File: config.mk
export PLATFORM = sky130hd
export DESIGN_NAME = uart_rx_param
export DESIGN_NICKNAME = d
export VERILOG_FILES = /design/src/rtl/uart_pkg.sv /design/src/rtl/sync_fifo.sv /design/src/rtl/uart_rx_param.sv
export SDC_FILE = /design/constraint.sdc
export NUM_CORES = 1
export LEC_CHECK = 0
export BUFFER_PORTS_ARGS = -buffer_cell sky130_fd_sc_hd__buf_2
export CORE_UTILIZATION = 32
export DETAILED_ROUTE_END_ITERATION = 6
export SLEW_MARGIN = 20
export SYNTH_ARGS = -nofsm -noshare
export SYNTH_HDL_FRONTEND = slang
export SYNTH_SLANG_ARGS = --single-unit
File: constraint.sdc
create_clock -name clk -period 2.7 [get_ports clk]
set_clock_uncertainty 0.1 [all_clocks]
set_input_delay 0.54 -clock clk [delete_from_list [all_inputs] [get_ports clk]]
set_output_delay 0.54 -clock clk [all_outputs]
set_load 0.005 [all_outputs]
File: src/rtl/uart_pkg.sv
// Shared types and helpers for the parametrised UART receiver.
// Parity selector, receiver FSM states and baud divisor rounding.
package uart_pkg;

   typedef enum logic [1:0] {
      PAR_NONE = 2'd0,
      PAR_ODD  = 2'd1,
      PAR_EVEN = 2'd2
   } parity_e;

   typedef enum logic [2:0] {
      ST_IDLE,
      ST_START,
      ST_DATA,
      ST_PARITY,
      ST_STOP,
      ST_WAIT_IDLE
   } rx_state_e;

   // Clock cycles per bit, rounded to nearest.
   function automatic int calc_div(input int clk_hz, input int baud);
      return (clk_hz + baud / 2) / baud;
   endfunction

endpackage

File: src/rtl/sync_fifo.sv
// Generic single-clock FIFO with occupancy count, full and empty flags.
// Latency: a write is visible at rd_dat the cycle after it is accepted.
// Backpressure: writes while full are ignored unless a read happens in the same cycle.
module sync_fifo #(
   parameter int WIDTH = 8,
   parameter int DEPTH = 4
) (
   input  logic                     clk,
   input  logic                     rst,
   input  logic                     wr_en,
   input  logic [WIDTH-1:0]         wr_dat,
   input  logic                     rd_en,
   output logic [WIDTH-1:0]         rd_dat,
   output logic                     full,
   output logic                     empty,
   output logic [$clog2(DEPTH):0]   count
);

   localparam int AW = $clog2(DEPTH);
   localparam int CW = AW + 1;

   logic [WIDTH-1:0] mem [DEPTH];
   logic [AW-1:0]    wr_ptr;
   logic [AW-1:0]    rd_ptr;
   logic             do_rd;
   logic             do_wr;

   assign empty  = (count == '0);
   assign full   = (count == CW'(DEPTH));
   assign do_rd  = rd_en && !empty;
   assign do_wr  = wr_en && (!full || do_rd);
   assign rd_dat = mem[rd_ptr];

   // Pointers wrap naturally because DEPTH is a power of two.
   always_ff @(posedge clk) begin
      if (rst) begin
         wr_ptr <= '0;
         rd_ptr <= '0;
         count  <= '0;
         for (int i = 0; i < DEPTH; i++) mem[i] <= '0;
      end else begin
         if (do_wr) begin
            mem[wr_ptr] <= wr_dat;
            wr_ptr      <= wr_ptr + AW'(1);
         end
         if (do_rd) rd_ptr <= rd_ptr + AW'(1);
         case ({do_wr, do_rd})
            2'b10:   count <= count + CW'(1);
            2'b01:   count <= count - CW'(1);
            default: count <= count;
         endcase
      end
   end

endmodule

File: src/rtl/uart_rx_param.sv
// Parametrised UART receiver: bytes plus parity/framing status into a valid/ready FIFO.
// Latency: entry valid 1 cycle after the final stop sample (+1 with UART_RX_MAJORITY_EN).
// Backpressure: full FIFO drops the completed frame and pulses overrun for one cycle.
module uart_rx_param
   import uart_pkg::*;
#(
   parameter int CLK_HZ     = 100000000,
   parameter int BAUD       = 115200,
   parameter int DATA_BITS  = 8,
   parameter int PARITY     = 0,
   parameter int STOP_BITS  = 1,
   parameter int FIFO_DEPTH = 4
) (
   input  logic                          clk,
   input  logic                          rst,
   input  logic                          rxd,
   output logic [DATA_BITS-1:0]          m_data,
   output logic                          m_perr,
   output logic                          m_ferr,
   output logic                          m_valid,
   input  logic                          m_ready,
   output logic                          overrun,
   output logic [$clog2(FIFO_DEPTH):0]   fifo_count,
   output logic                          busy
);

   localparam int DIV   = calc_div(CLK_HZ, BAUD);
   localparam int TW    = (DIV > 1) ? $clog2(DIV) : 1;
   localparam int IDX_W = $clog2(DATA_BITS);

   localparam logic [TW-1:0]    HALF_LOAD = TW'(DIV / 2 - 1);
   localparam logic [TW-1:0]    FULL_LOAD = TW'(DIV - 1);
   localparam logic [IDX_W-1:0] LAST_IDX  = IDX_W'(DATA_BITS - 1);
   localparam logic             PAR_EXP   = (PARITY == int'(PAR_ODD));
   localparam bit               HAS_PAR   = (PARITY != int'(PAR_NONE));
   localparam logic             STOP_LAST = (STOP_BITS == 2);

   logic                 rx_meta, rxs, rxs_prev;
   rx_state_e            state, state_n;
   logic [TW-1:0]        timer, timer_n;
   logic [IDX_W-1:0]     idx, idx_n;
   logic [DATA_BITS-1:0] shift, shift_n;
   logic                 perr, perr_n;
   logic                 ferr, ferr_n, ferr_fin;
   logic                 stop_idx, stop_idx_n;
   logic                 active, expire, bit_tick, bit_val, push;
   logic [DATA_BITS+1:0] push_dat, head;
   logic                 fifo_full, fifo_empty;

   always_ff @(posedge clk) begin
      if (rst) begin
         rx_meta  <= 1'b1;
         rxs      <= 1'b1;
         rxs_prev <= 1'b1;
      end else begin
         rx_meta  <= rxd;
         rxs      <= rx_meta;
         rxs_prev <= rxs;
      end
   end

   assign active = (state == ST_START) || (state == ST_DATA) ||
                   (state == ST_PARITY) || (state == ST_STOP);
   assign expire = active && (timer == '0);

`ifdef UART_RX_MAJORITY_EN
   // Decide one cycle after expiry, voting over the samples around it.
   logic rxs_d2, pend;
   always_ff @(posedge clk) begin
      if (rst) begin
         rxs_d2 <= 1'b1;
         pend   <= 1'b0;
      end else begin
         rxs_d2 <= rxs_prev;
         pend   <= expire;
      end
   end
   assign bit_tick = pend;
   assign bit_val  = (rxs & rxs_prev) | (rxs & rxs_d2) | (rxs_prev & rxs_d2);
`else
   assign bit_tick = expire;
   assign bit_val  = rxs;
`endif

   always_ff @(posedge clk) begin
      if (rst) begin
         state    <= ST_IDLE;
         timer    <= '0;
         idx      <= '0;
         shift    <= '0;
         perr     <= 1'b0;
         ferr     <= 1'b0;
         stop_idx <= 1'b0;
      end else begin
         state    <= state_n;
         timer    <= timer_n;
         idx      <= idx_n;
         shift    <= shift_n;
         perr     <= perr_n;
         ferr     <= ferr_n;
         stop_idx <= stop_idx_n;
      end
   end

   always_comb begin
      state_n    = state;
      timer_n    = timer;
      idx_n      = idx;
      shift_n    = shift;
      perr_n     = perr;
      ferr_n     = ferr;
      stop_idx_n = stop_idx;
      ferr_fin   = ferr;
      push       = 1'b0;

      // Bit period is anchored to the expiry, independent of voting delay.
      if (active) timer_n = (timer == '0) ? FULL_LOAD : timer - TW'(1);

      case (state)
         ST_IDLE: begin
            if (rxs_prev && !rxs) begin
               state_n    = ST_START;
               timer_n    = HALF_LOAD;
               idx_n      = '0;
               perr_n     = 1'b0;
               ferr_n     = 1'b0;
               stop_idx_n = 1'b0;
            end
         end
         ST_START: begin
            if (bit_tick) begin
               state_n = bit_val ? ST_IDLE : ST_DATA;
               idx_n   = '0;
            end
         end
         ST_DATA: begin
            if (bit_tick) begin
               shift_n[idx] = bit_val;
               if (idx == LAST_IDX) state_n = HAS_PAR ? ST_PARITY : ST_STOP;
               else                 idx_n   = idx + IDX_W'(1);
            end
         end
         ST_PARITY: begin
            if (bit_tick) begin
               perr_n  = ((^shift) ^ bit_val) != PAR_EXP;
               state_n = ST_STOP;
            end
         end
         ST_STOP: begin
            if (bit_tick) begin
               ferr_fin = ferr | ~bit_val;
               ferr_n   = ferr_fin;
               if (stop_idx == STOP_LAST) begin
                  push    = 1'b1;
                  state_n = bit_val ? ST_IDLE : ST_WAIT_IDLE;
               end else begin
                  stop_idx_n = 1'b1;
               end
            end
         end
         ST_WAIT_IDLE: begin
            if (rxs) state_n = ST_IDLE;
         end
         default: state_n = ST_IDLE;
      endcase
   end

   assign push_dat = {ferr_fin, perr, shift};

   sync_fifo #(
      .WIDTH (DATA_BITS + 2),
      .DEPTH (FIFO_DEPTH)
   ) u_fifo (
      .clk    (clk),
      .rst    (rst),
      .wr_en  (push),
      .wr_dat (push_dat),
      .rd_en  (m_ready),
      .rd_dat (head),
      .full   (fifo_full),
      .empty  (fifo_empty),
      .count  (fifo_count)
   );

   // A full FIFO is never empty, so a same-cycle pop is just m_ready.
   always_ff @(posedge clk) begin
      if (rst) overrun <= 1'b0;
      else     overrun <= push && fifo_full && !m_ready;
   end

   assign {m_ferr, m_perr, m_data} = head;
   assign m_valid = !fifo_empty;
   assign busy    = (state != ST_IDLE);

endmodule
Word-level counts from Yosys, hierarchy flattened
Memory sizes are Yosys's and may differ from the RTL's. A register that Yosys moved wholly into a read port is not among the register bits.
Index checks and enable logic that the tools add are counted.
{"block": "totals", "regBits": 38, "mem_bits_rw": 40, "input_bits": 4, "out_inout_bits": 16, "elab_cells": 121, "n_memories": 1}
{"block": "classes", "add_sub_neg": 6, "order_cmp": 2, "n_eq_ne": 18, "n_mux": 46, "bitwise_logic": 3, "n_reduce_logical": 31}
{"name": "u_fifo.mem", "words": 4, "width": 10, "rd": 1, "rd_clocked_by_memory_dff": 1, "write_ports": 4, "line_no": "sync_fifo.sv:22", "text": "logic [WIDTH-1:0] mem [DEPTH];"}
{"op": "$mux W10", "count": 5}
{"op": "$mux W3", "count": 13}
{"op": "$pmux W3 S6", "count": 1}
{"op": "$mux W1", "count": 16}
{"op": "$ne A2 B2 Y1 const B", "count": 8}
{"op": "$eq A3 B3 Y1 const B", "count": 4}
{"op": "$logic_not A10 Y1", "count": 1}
{"op": "$reduce_or A10 Y1", "count": 1}
{"op": "$sub A10 B1 Y10 const B", "count": 1}
{"op": "$pmux W3 S3", "count": 1}
{"op": "$bwmux W8", "count": 1}
{"op": "$mux W2", "count": 4}
{"op": "$reduce_and A8 Y1", "count": 1}
{"op": "$reduce_xor A8 Y1", "count": 1}
{"op": "$logic_and A1 B1 Y1", "count": 7}
{"op": "$add A3 B1 Y3 const B", "count": 2}
{"op": "$eq A3 B2 Y1 const B", "count": 2}
{"op": "$logic_not A3 Y1", "count": 2}
{"op": "$pmux W1 S2", "count": 3}
{"op": "$pmux W3 S2", "count": 1}
{"op": "$reduce_and A3 Y1", "count": 2}
{"op": "$reduce_bool A2 Y1", "count": 3}
{"op": "$reduce_bool A3 Y1", "count": 2}
{"op": "$reduce_and A5 Y1", "count": 1}
{"op": "15 further kinds", "count": 23}

Longest topological paths before layout
Gate-level depths: netlist (run 1).
{"block": "logic_depth", "depth_word": 13, "mapped_depth": 13}

By module
From an unflattened synthesis (run 1), not the netlist that was laid out.
{"block": "hier_totals", "cells_unflattened": 329, "hier_area_um2": 3751.1}
{"module": "sync_fifo", "n_inst": 1, "cells_each": 149, "area_per_inst_um2": 2190.9}
{"module": "uart_rx_param", "n_inst": 1, "cells_each": 180, "area_per_inst_um2": 1560.2}

Least setup slack after synthesis (run 1)
Ideal clock, no wire load.
{"block": "synth_path", "path_kind": "register to register", "startpoint": "register timer[0]", "endpoint": "register u_fifo.count[2]", "arrival_time_ns": 2.466, "t_required_ns": 2.529, "path_slack_ns": 0.063, "path_stages_with_launch": 14, "n_path_buf": 2, "period_less_slack_ns": 2.637, "path_cell_list": "dfxtp_1 inv_1 ha_1 nor2b_1 clkbuf_1 and3_1 buf_2 nand2_1 ha_1 inv_1 fa_1 xor2_1 or3_1 a21oi_1"}
{"block": "synth_via", "elab_chain_len": 7}
{"element": "start: declaration", "line_no": "uart_rx_param.sv:40", "text": "logic [TW-1:0] timer, timer_n;"}
{"element": "start signal: assignment", "line_no": "uart_rx_param.sv:96", "text": "timer <= timer_n;"}
{"element": "$logic_not A10 Y1 *", "line_no": "uart_rx_param.sv:64", "text": "assign expire = active && (timer == '0);"}
{"element": "$logic_and A1 B1 Y1 *", "line_no": "uart_rx_param.sv:64"}
{"element": "$mux W1 *", "line_no": "uart_rx_param.sv:150", "text": "if (bit_tick) begin"}
{"element": "$mux W1 *", "line_no": "uart_rx_param.sv:119", "text": "case (state)"}
{"element": "$logic_and A1 B1 Y1 *", "line_no": "sync_fifo.sv:31", "text": "assign do_wr = wr_en && (!full || do_rd);"}
{"element": "$eq A2 B1 Y1 or $eq A2 B2 Y1 (tied branches)", "line_no": "sync_fifo.sv:47", "text": "case ({do_wr, do_rd})"}
{"element": "$pmux W3 S2 or $reduce_bool A2 Y1 (tied branches)"}
{"element": "end signal: assignment", "line_no": "sync_fifo.sv:48", "text": "2'b10: count <= count + CW'(1);"}
{"element": "end signal: assignment", "line_no": "sync_fifo.sv:49", "text": "2'b01: count <= count - CW'(1);"}
{"element": "end signal: assignment", "line_no": "sync_fifo.sv:50", "text": "default: count <= count;"}
{"element": "end: declaration", "line_no": "sync_fifo.sv:16", "text": "output logic [$clog2(DEPTH):0] count"}
Mark *: on every way between the ends. The rest lies on a longest branch, timed or not.
A chain may end at the register's enable or synchronous reset.

Worst setup path in the final report (run 1)
Ends and elaborated chain as after synthesis.

==> results of run 1 <==
synth_stat cells, types with 4 or more instances:
cell type,count
sky130_fd_sc_hd__edfxtp_1,40
sky130_fd_sc_hd__dfxtp_1,39
sky130_fd_sc_hd__and2_1,37
sky130_fd_sc_hd__nor2_1,18
sky130_fd_sc_hd__a21oi_1,14
sky130_fd_sc_hd__nand2b_1,11
sky130_fd_sc_hd__clkbuf_1,10
sky130_fd_sc_hd__mux4_2,10
sky130_fd_sc_hd__mux2i_1,8
sky130_fd_sc_hd__nand4_1,8
sky130_fd_sc_hd__xor2_1,8
sky130_fd_sc_hd__inv_1,7
sky130_fd_sc_hd__nand3_1,7
sky130_fd_sc_hd__o21ai_0,7
sky130_fd_sc_hd__or2_2,7
sky130_fd_sc_hd__nand2_1,6
sky130_fd_sc_hd__nor2b_1,6
sky130_fd_sc_hd__or3_1,6
sky130_fd_sc_hd__xnor2_1,6
sky130_fd_sc_hd__a31oi_1,4
sky130_fd_sc_hd__ha_1,4
sky130_fd_sc_hd__nor3b_1,4
where the power goes:
group	total (mW)	switching (mW)	internal, mW	leakage (nW)
logic	0.731	0.434	0.297	0.743
registers	1.44	0.0974	1.34	0.729
clock network	1.38	0.465	0.914	0.175
state kept, by name (all words and copies together), names as in the netlist, named ones only:
register	flops
u_fifo.rd_ptr	2
u_fifo.mem	40
idx	3
perr	1
timer	10
bit_val	1
shift	8
overrun	1
ferr	1
rxs_prev	1
u_fifo.count	3
rx_meta	1
u_fifo.wr_ptr	2
state	3
cell type report:
cell class,instances,area [um^2]
fill,1082,7028
multi-input combinational,218,1688
inverter,7,26.28
clock inverter,2,38.79
clock buffer,14,317.8
sequential,79,1982
timing repair buffer,34,207.7
tap,143,178.9
worst max-delay path: cells and delay by family, from the launching register on:
family | cells | cell delay, ns
fa+ha+maj | 3 | 0.77
simple gates | 4 | 0.69
flops | 1 | 0.39
xor+xnor | 1 | 0.16
compound gates | 1 | 0.14
buf+inv | 2 | 0.12
worst paths after layout:
kind                     endpoint     start  cells after the start
setup / recovery  u_fifo.count[2]  timer[0]                     11
hold / removal            rx_meta       rxd                      2
setup reg to reg  u_fifo.count[2]  timer[0]                     11
hold reg to reg           bit_val   rx_meta                      1
cells by family (layout without fill, tap and decap cells):
| family | count (synthesis) | in the layout | share of synthesized area (%) |
|---|---|---|---|
| AOI/OAI and AO/OA | 41 | 41 | 6.973 |
| xor gates and xnor gates | 15 | 15 | 3.851 |
| adders and majority gates | 5 | 5 | 1.859 |
| buffers and inverters | 24 | 57 | 2.623 |
| DFF | 79 | 79 | 52.59 |
| muxes | 18 | 18 | 8.101 |
| and+or+nand+nor | 139 | 139 | 24.00 |
metal layers:
layer  vias up  GRT usage, %  routed length (um)  share of wire, %
met1      1205         15.82                3383                48
met3         5         3.568                 261               3.7
li1       1239             -                   -                 -
met5         -             0                   0                 0
met4         0         3.733                  51              0.72
met2        38         19.42                3360                48
through the flow:
step	instances	setup WS (ns)	hold slack, ns	power (mW)	utilization, %
final	497	0.2468	0.3004	3.548	38.71
after floorplan	321	0.06297	0.2895	1.956	-
after global placement	481	0.1754	0.2921	2.173	35.60
after global routing	497	0.07833	0.2884	3.718	38.71
after CTS	497	0.2604	0.2929	3.566	38.71
after detailed placement	481	0.07281	0.2980	2.187	35.60
==> flow_summary.ini, run 1 <==
[final_layout]
leading_cell_types_in_the_layout_fill_and_taps_excluded = 40 x sky130_fd_sc_hd__edfxtp_1, 39 x sky130_fd_sc_hd__dfxtp_1, 37 x sky130_fd_sc_hd__and2_1
proportion_of_layout_cells_with_a_drive_suffix_above_1_pct = 21.75
post-route-cell-area_um2 = 4439
synthToLayoutAreaGrowth_pct = 17.80
final_nets = 358
num_antenna_cells = 0
layout.cells.most_common = sky130_fd_sc_hd__edfxtp_1

[yosys]
synth_cell_types = 61
synth_largest_type_area_fraction_pct = 31.87
syn_area_um2 = 3769
yosysSeqAreaShare_pct = 52.59
syn_inst = 321
yosys_warn_count = 0
synthesis.nets = 330
synth.avg_cell_area_um2 = 11.74
synth.ff_latch_count = 79
post-synth-top-area-cell = sky130_fd_sc_hd__edfxtp_1
synth-edff-count = 40
async_flop_share_pct = 0
yosys-top-cells-area = sky130_fd_sc_hd__edfxtp_1 32%, sky130_fd_sc_hd__dfxtp_1 21%, sky130_fd_sc_hd__and2_1 6.1%
synth_ff_type = sky130_fd_sc_hd__edfxtp_1

[pwr]
worst_ir_drop_vdd_v = 0.0003170
power.static_leakage_nw = 1.647
power.density_cell_area_nw_per_um2 = 799.2

[floorplan]
fp.dieH_um = 110.5
dieArea_um2 = 12210
design.core.area_um2 = 11470
die_w_um = 110.5
pin_count = 20
rows = 39
start_util_pct = 32.86

[routing]
drt_first_iter_violations = 140
wl_per_cell_um = 14.20
drc_errors = 0
vias = 2487
drt-total-wl_um = 7056
detail_route.first_pass.iterations = 4
via_per_inst = 5.004
antenna_violating_nets_left = 0

[timing]
finalWorstPathRequiredPeriod_ns = 2.453
layout_worst_path_cycle_share_pct = 90.86
fmaxAchievable_ghz = 0.4076
rsz0062_at_grt = no
slew_headroom_pct = 45.76
report.final.setup_viol = 0
timing.final.max_slew_violations = 0
worst_slew_pin_slew_ns = 0.8035
setup-tns-final_ns = 0
timing_hold_violations_final = 0

[worst_setup_path]
critical_path.max_stage_delay_ns = 0.39
start_kind = flip-flop
worst_ep_arrival_time_ns = 2.62
crit_path_class = reg2reg
reg2reg_setup_slack_ns = 0.25
timing.critical_path.to_type = flip-flop
timing.critical_path.cells = inv_1 > ha_1 > nor2b_1 > and3_1 > nand2_1 > ha_1 > inv_1 > fa_1 > xor2_1 > or3_1 > a21oi_1
maximum_fanout_along_the_worst_path = 4
timing.critical_path.slowest_stage_cell = sky130_fd_sc_hd__dfxtp_1
worstPathRequired_ns = 2.86

[min_path]
min-delay-path-class = in2reg

[place]
dp.final_hpwl_um = 4618
place_area_um2 = 4083
place.port_buffers = 19
gp_routability_congestion = 0.7553

[grt]
grt_pass1_vias = 2322
grt_overflow = 0
antenna_found_initial = 0
global_route.usage.total_pct = 12.15
grt_start_max_net_pins = 43
wire_length_of_the_first_global_routing_pass_um = 11760

[clock_network]
numCtsBuffers = 9
cts-hold-fix-buffers = 0
htree_levels = 3
cts.path.max_buffers = 2
post-cts-setup-buffer-count = 0
post_cts.resized_instances = 0
worstSkewPairLatency_ns = 0.33
clock_tree_from_tritoncts = done
clock-sinks = 79
cts_root_buffer = sky130_fd_sc_hd__clkbuf_16
worst_setup_hold_path_clk_slew_ns = 0.06

[run]
max-cap-violations = 0

[status]
status = complete, no violations
Note: power is estimated with default switching activity, not from simulation.
==> run 2: changes to the inputs <==
Settings changed: ABC_AREA set to 1.
==> flow_summary.ini, run 2 <==
[status]
status = finished, violations left
violations = DRC

[place]
dp.final_hpwl_um = 5613
post-place-cells = 634
place.port_buffers = 19
gp_routability_congestion = 0.8434

[routing]
antenna_violating_nets_left = 0
drc_errors = 4
wl_per_cell_um = 12.51
vias = 3044
detail_route.first_pass.iterations = 6
via_per_inst = 4.683
drt-met1-wl_um = 3836
met3WireLength_um = 387
route.top_layer_used = met4
drt_first_iter_violations = 191
drt-total-wl_um = 8129
route.met2.wl_um = 3785

[floorplan]
dieArea_um2 = 12370
pin_count = 20
fp.dieH_um = 111.2
start_util_pct = 33.15
design.core.area_um2 = 11520
die_w_um = 111.2
rows = 39

[pwr]
power.static_leakage_nw = 1.825
sw_pwr_mw = 1.842
power.density_cell_area_nw_per_um2 = 1048
worst_ir_drop_vdd_v = 0.0003726
seqPwrFrac_pct = 34.7
internal_power_mw = 2.745
p_comb_share_pct = 38.5
clockPowerShare_pct = 26.9
power_switching_share_pct = 40.15

[final_layout]
layout.cells.most_common = sky130_fd_sc_hd__nor2_1
final_nets = 511
num_antenna_cells = 0
largest_registers = u_fifo.mem (40), timer (10), shift (8)
proportion_of_layout_cells_with_a_drive_suffix_above_1_pct = 12.82
regMostFlops = u_fifo.mem
fin_cells = 650
leading_cell_types_in_the_layout_fill_and_taps_excluded = 109 x sky130_fd_sc_hd__nor2_1, 88 x sky130_fd_sc_hd__nand2_1, 52 x sky130_fd_sc_hd__inv_1
synthToLayoutAreaGrowth_pct = 14.62
largest_reg_flops = 40

[worst_setup_path]
r2r_end = u_fifo.count[2]
crit_path_class = reg2reg
worst_ep_arrival_time_ns = 2.55
r2r_start = timer[0]
maximum_fanout_along_the_worst_path = 7
worstPathRequired_ns = 2.81
timing.critical_path.to_type = flip-flop
reg2reg_setup_slack_ns = 0.26
start_kind = flip-flop
r2r_cells = 16

[timing]
finalWorstPathRequiredPeriod_ns = 2.438
timing.final.max_slew_violations = 0
layout_worst_path_cycle_share_pct = 90.29
rsz0062_at_grt = no
report.final.setup_viol = 0
timing_hold_violations_final = 0
slew_headroom_pct = 59.98
worst_slew_pin_slew_ns = 0.5996
fmaxAchievable_ghz = 0.4102
worst_hold_slack_across_all_endpoints_ns = 0.2880
setup-tns-final_ns = 0

[min_path]
timing.hold.worst.start = rxd
worstHoldEndpoint = rx_meta
min_path_cells = 2
min-delay-path-class = in2reg

[yosys]
synth-edff-count = 40
yosysSeqAreaShare_pct = 51.92
syn_inst = 480
synth.avg_cell_area_um2 = 7.953
post-synth-top-area-cell = sky130_fd_sc_hd__edfxtp_1
yosys_warn_count = 0
yosys-top-cells-area = sky130_fd_sc_hd__edfxtp_1 31%, sky130_fd_sc_hd__dfxtp_1 20%, sky130_fd_sc_hd__nor2_1 11%
most_used_standard_cells_in_the_synthesized_netlist = 109 x sky130_fd_sc_hd__nor2_1, 88 x sky130_fd_sc_hd__nand2_1, 52 x sky130_fd_sc_hd__inv_1
async_flop_share_pct = 0
synth.ff_latch_count = 79
synth_largest_type_area_fraction_pct = 31.47
synth_ff_type = sky130_fd_sc_hd__edfxtp_1
syn_area_um2 = 3817
synthesis.nets = 489
synth_cell_types = 28
synthMostInstantiatedCell = sky130_fd_sc_hd__nor2_1

[clock_network]
cts_root_buffer = sky130_fd_sc_hd__clkbuf_16
worst_setup_hold_path_clk_slew_ns = 0.06
clock_tree_from_tritoncts = done
post-cts-setup-buffer-count = 0
worstSkewPairLatency_ns = 0.33
cts-hold-fix-buffers = 0
post_cts.resized_instances = 0
clock-sinks = 79
cts.path.max_buffers = 2
htree_levels = 3
numCtsBuffers = 9

[grt]
wire_length_of_the_first_global_routing_pass_um = 13850
grt_pass1_vias = 2879
grt_overflow = 0
antenna_found_initial = 0
global_route.usage.total_pct = 14.11
grt_start_max_net_pins = 27

[run]
max-cap-violations = 0
run 2: cell count changes after synthesis, moves of 11 or more:
cell	before	now
sky130_fd_sc_hd__inv_1	7	52
sky130_fd_sc_hd__nand2b_1	11	0
sky130_fd_sc_hd__nand2_1	6	88
sky130_fd_sc_hd__and2_1	37	0
sky130_fd_sc_hd__nor2_1	18	109
sky130_fd_sc_hd__o21ai_0	7	33
sky130_fd_sc_hd__nand3_1	7	25
run 2: worst max-delay path by stage:
stage | startpoint | endpoint | slack (ns) | depth (start not counted)
6_report | timer[0] | u_fifo.count[2] | 0.26 | 16
5_1_grt | timer[0] | u_fifo.count[2] | 0.05 | 16
4_1_cts | timer[0] | u_fifo.count[2] | 0.28 | 16
3_5_place_dp | m_ready | u_fifo.count[2] | 0.28 | 13
3_3_place_gp | m_ready | u_fifo.count[2] | 0.36 | 13
2_1_floorplan | timer[0] | u_fifo.count[2] | 0.51 | 16
run 2: power groups by stage:
stage | clock [mW] | sequential (mW) | combinational, mW
2_1_floorplan | 0 | 1.58 | 1.38
3_3_place_gp | 0 | 1.61 | 1.74
3_5_place_dp | 0 | 1.61 | 1.77
4_1_cts | 1.26 | 1.59 | 1.78
5_1_grt | 1.32 | 1.62 | 2.03
6_report | 1.23 | 1.59 | 1.76
run 2: cell families (layout without fill, tap and decap cells):
family / Yosys count / count (layout) / synth area share, %
and+or+nand+nor: 255 / 255 / 28.94
DFF: 79 / 79 / 51.92
buffers and inverters: 72 / 99 / 7.374
AOI/OAI and AO/OA: 64 / 64 / 8.784
adders and majority gates: 5 / 5 / 1.836
xor gates and xnor gates: 5 / 5 / 1.147
run 2: metal layers:
layer,GRT usage [%],up-vias
li1,-,1606
met5,0,-
met3,3.882,10
met4,5.676,0
met2,22.63,58
met1,17.91,1370
run 2: stage by stage:
stage / setup WS (ns) / instance area [um^2] / total power, mW / utilization, %
2_1_floorplan: 0.5088 / 3817 / 2.958 / -
3_3_place_gp: 0.3611 / 4069 / 3.341 / 35.33
3_5_place_dp: 0.2843 / 4069 / 3.386 / 35.33
4_1_cts: 0.2837 / 4375 / 4.629 / 37.99
5_1_grt: 0.04585 / 4375 / 4.966 / 37.99
6_report: 0.2621 / 4375 / 4.587 / 37.99
run 2: area by class of cell:
cell class              instances  area (um^2)
fillers                      1170         7141
flip-flops and latches         79         1982
multi-input cells             329         1554
clock buffers                   9        225.2
inverters                      59        221.5
well taps                     143        178.9
repair buffers                 24        132.6
clock inverters                 7        81.33
run 2: critical path: stages (launching register included):
cell	delay (ns)
sky130_fd_sc_hd__dfxtp_1	0.33
sky130_fd_sc_hd__inv_1	0.07
sky130_fd_sc_hd__ha_1	0.24
sky130_fd_sc_hd__nand2_2	0.12
sky130_fd_sc_hd__nor2_4	0.05
sky130_fd_sc_hd__nand2_4	0.11
sky130_fd_sc_hd__nor2_4	0.04
sky130_fd_sc_hd__inv_2	0.07
sky130_fd_sc_hd__nor2_4	0.04
sky130_fd_sc_hd__inv_1	0.05
sky130_fd_sc_hd__ha_1	0.13
sky130_fd_sc_hd__inv_1	0.07
sky130_fd_sc_hd__fa_1	0.38
sky130_fd_sc_hd__a21oi_1	0.15
sky130_fd_sc_hd__o21ai_0	0.12
sky130_fd_sc_hd__o21ai_0	0.18
sky130_fd_sc_hd__a21oi_1	0.07
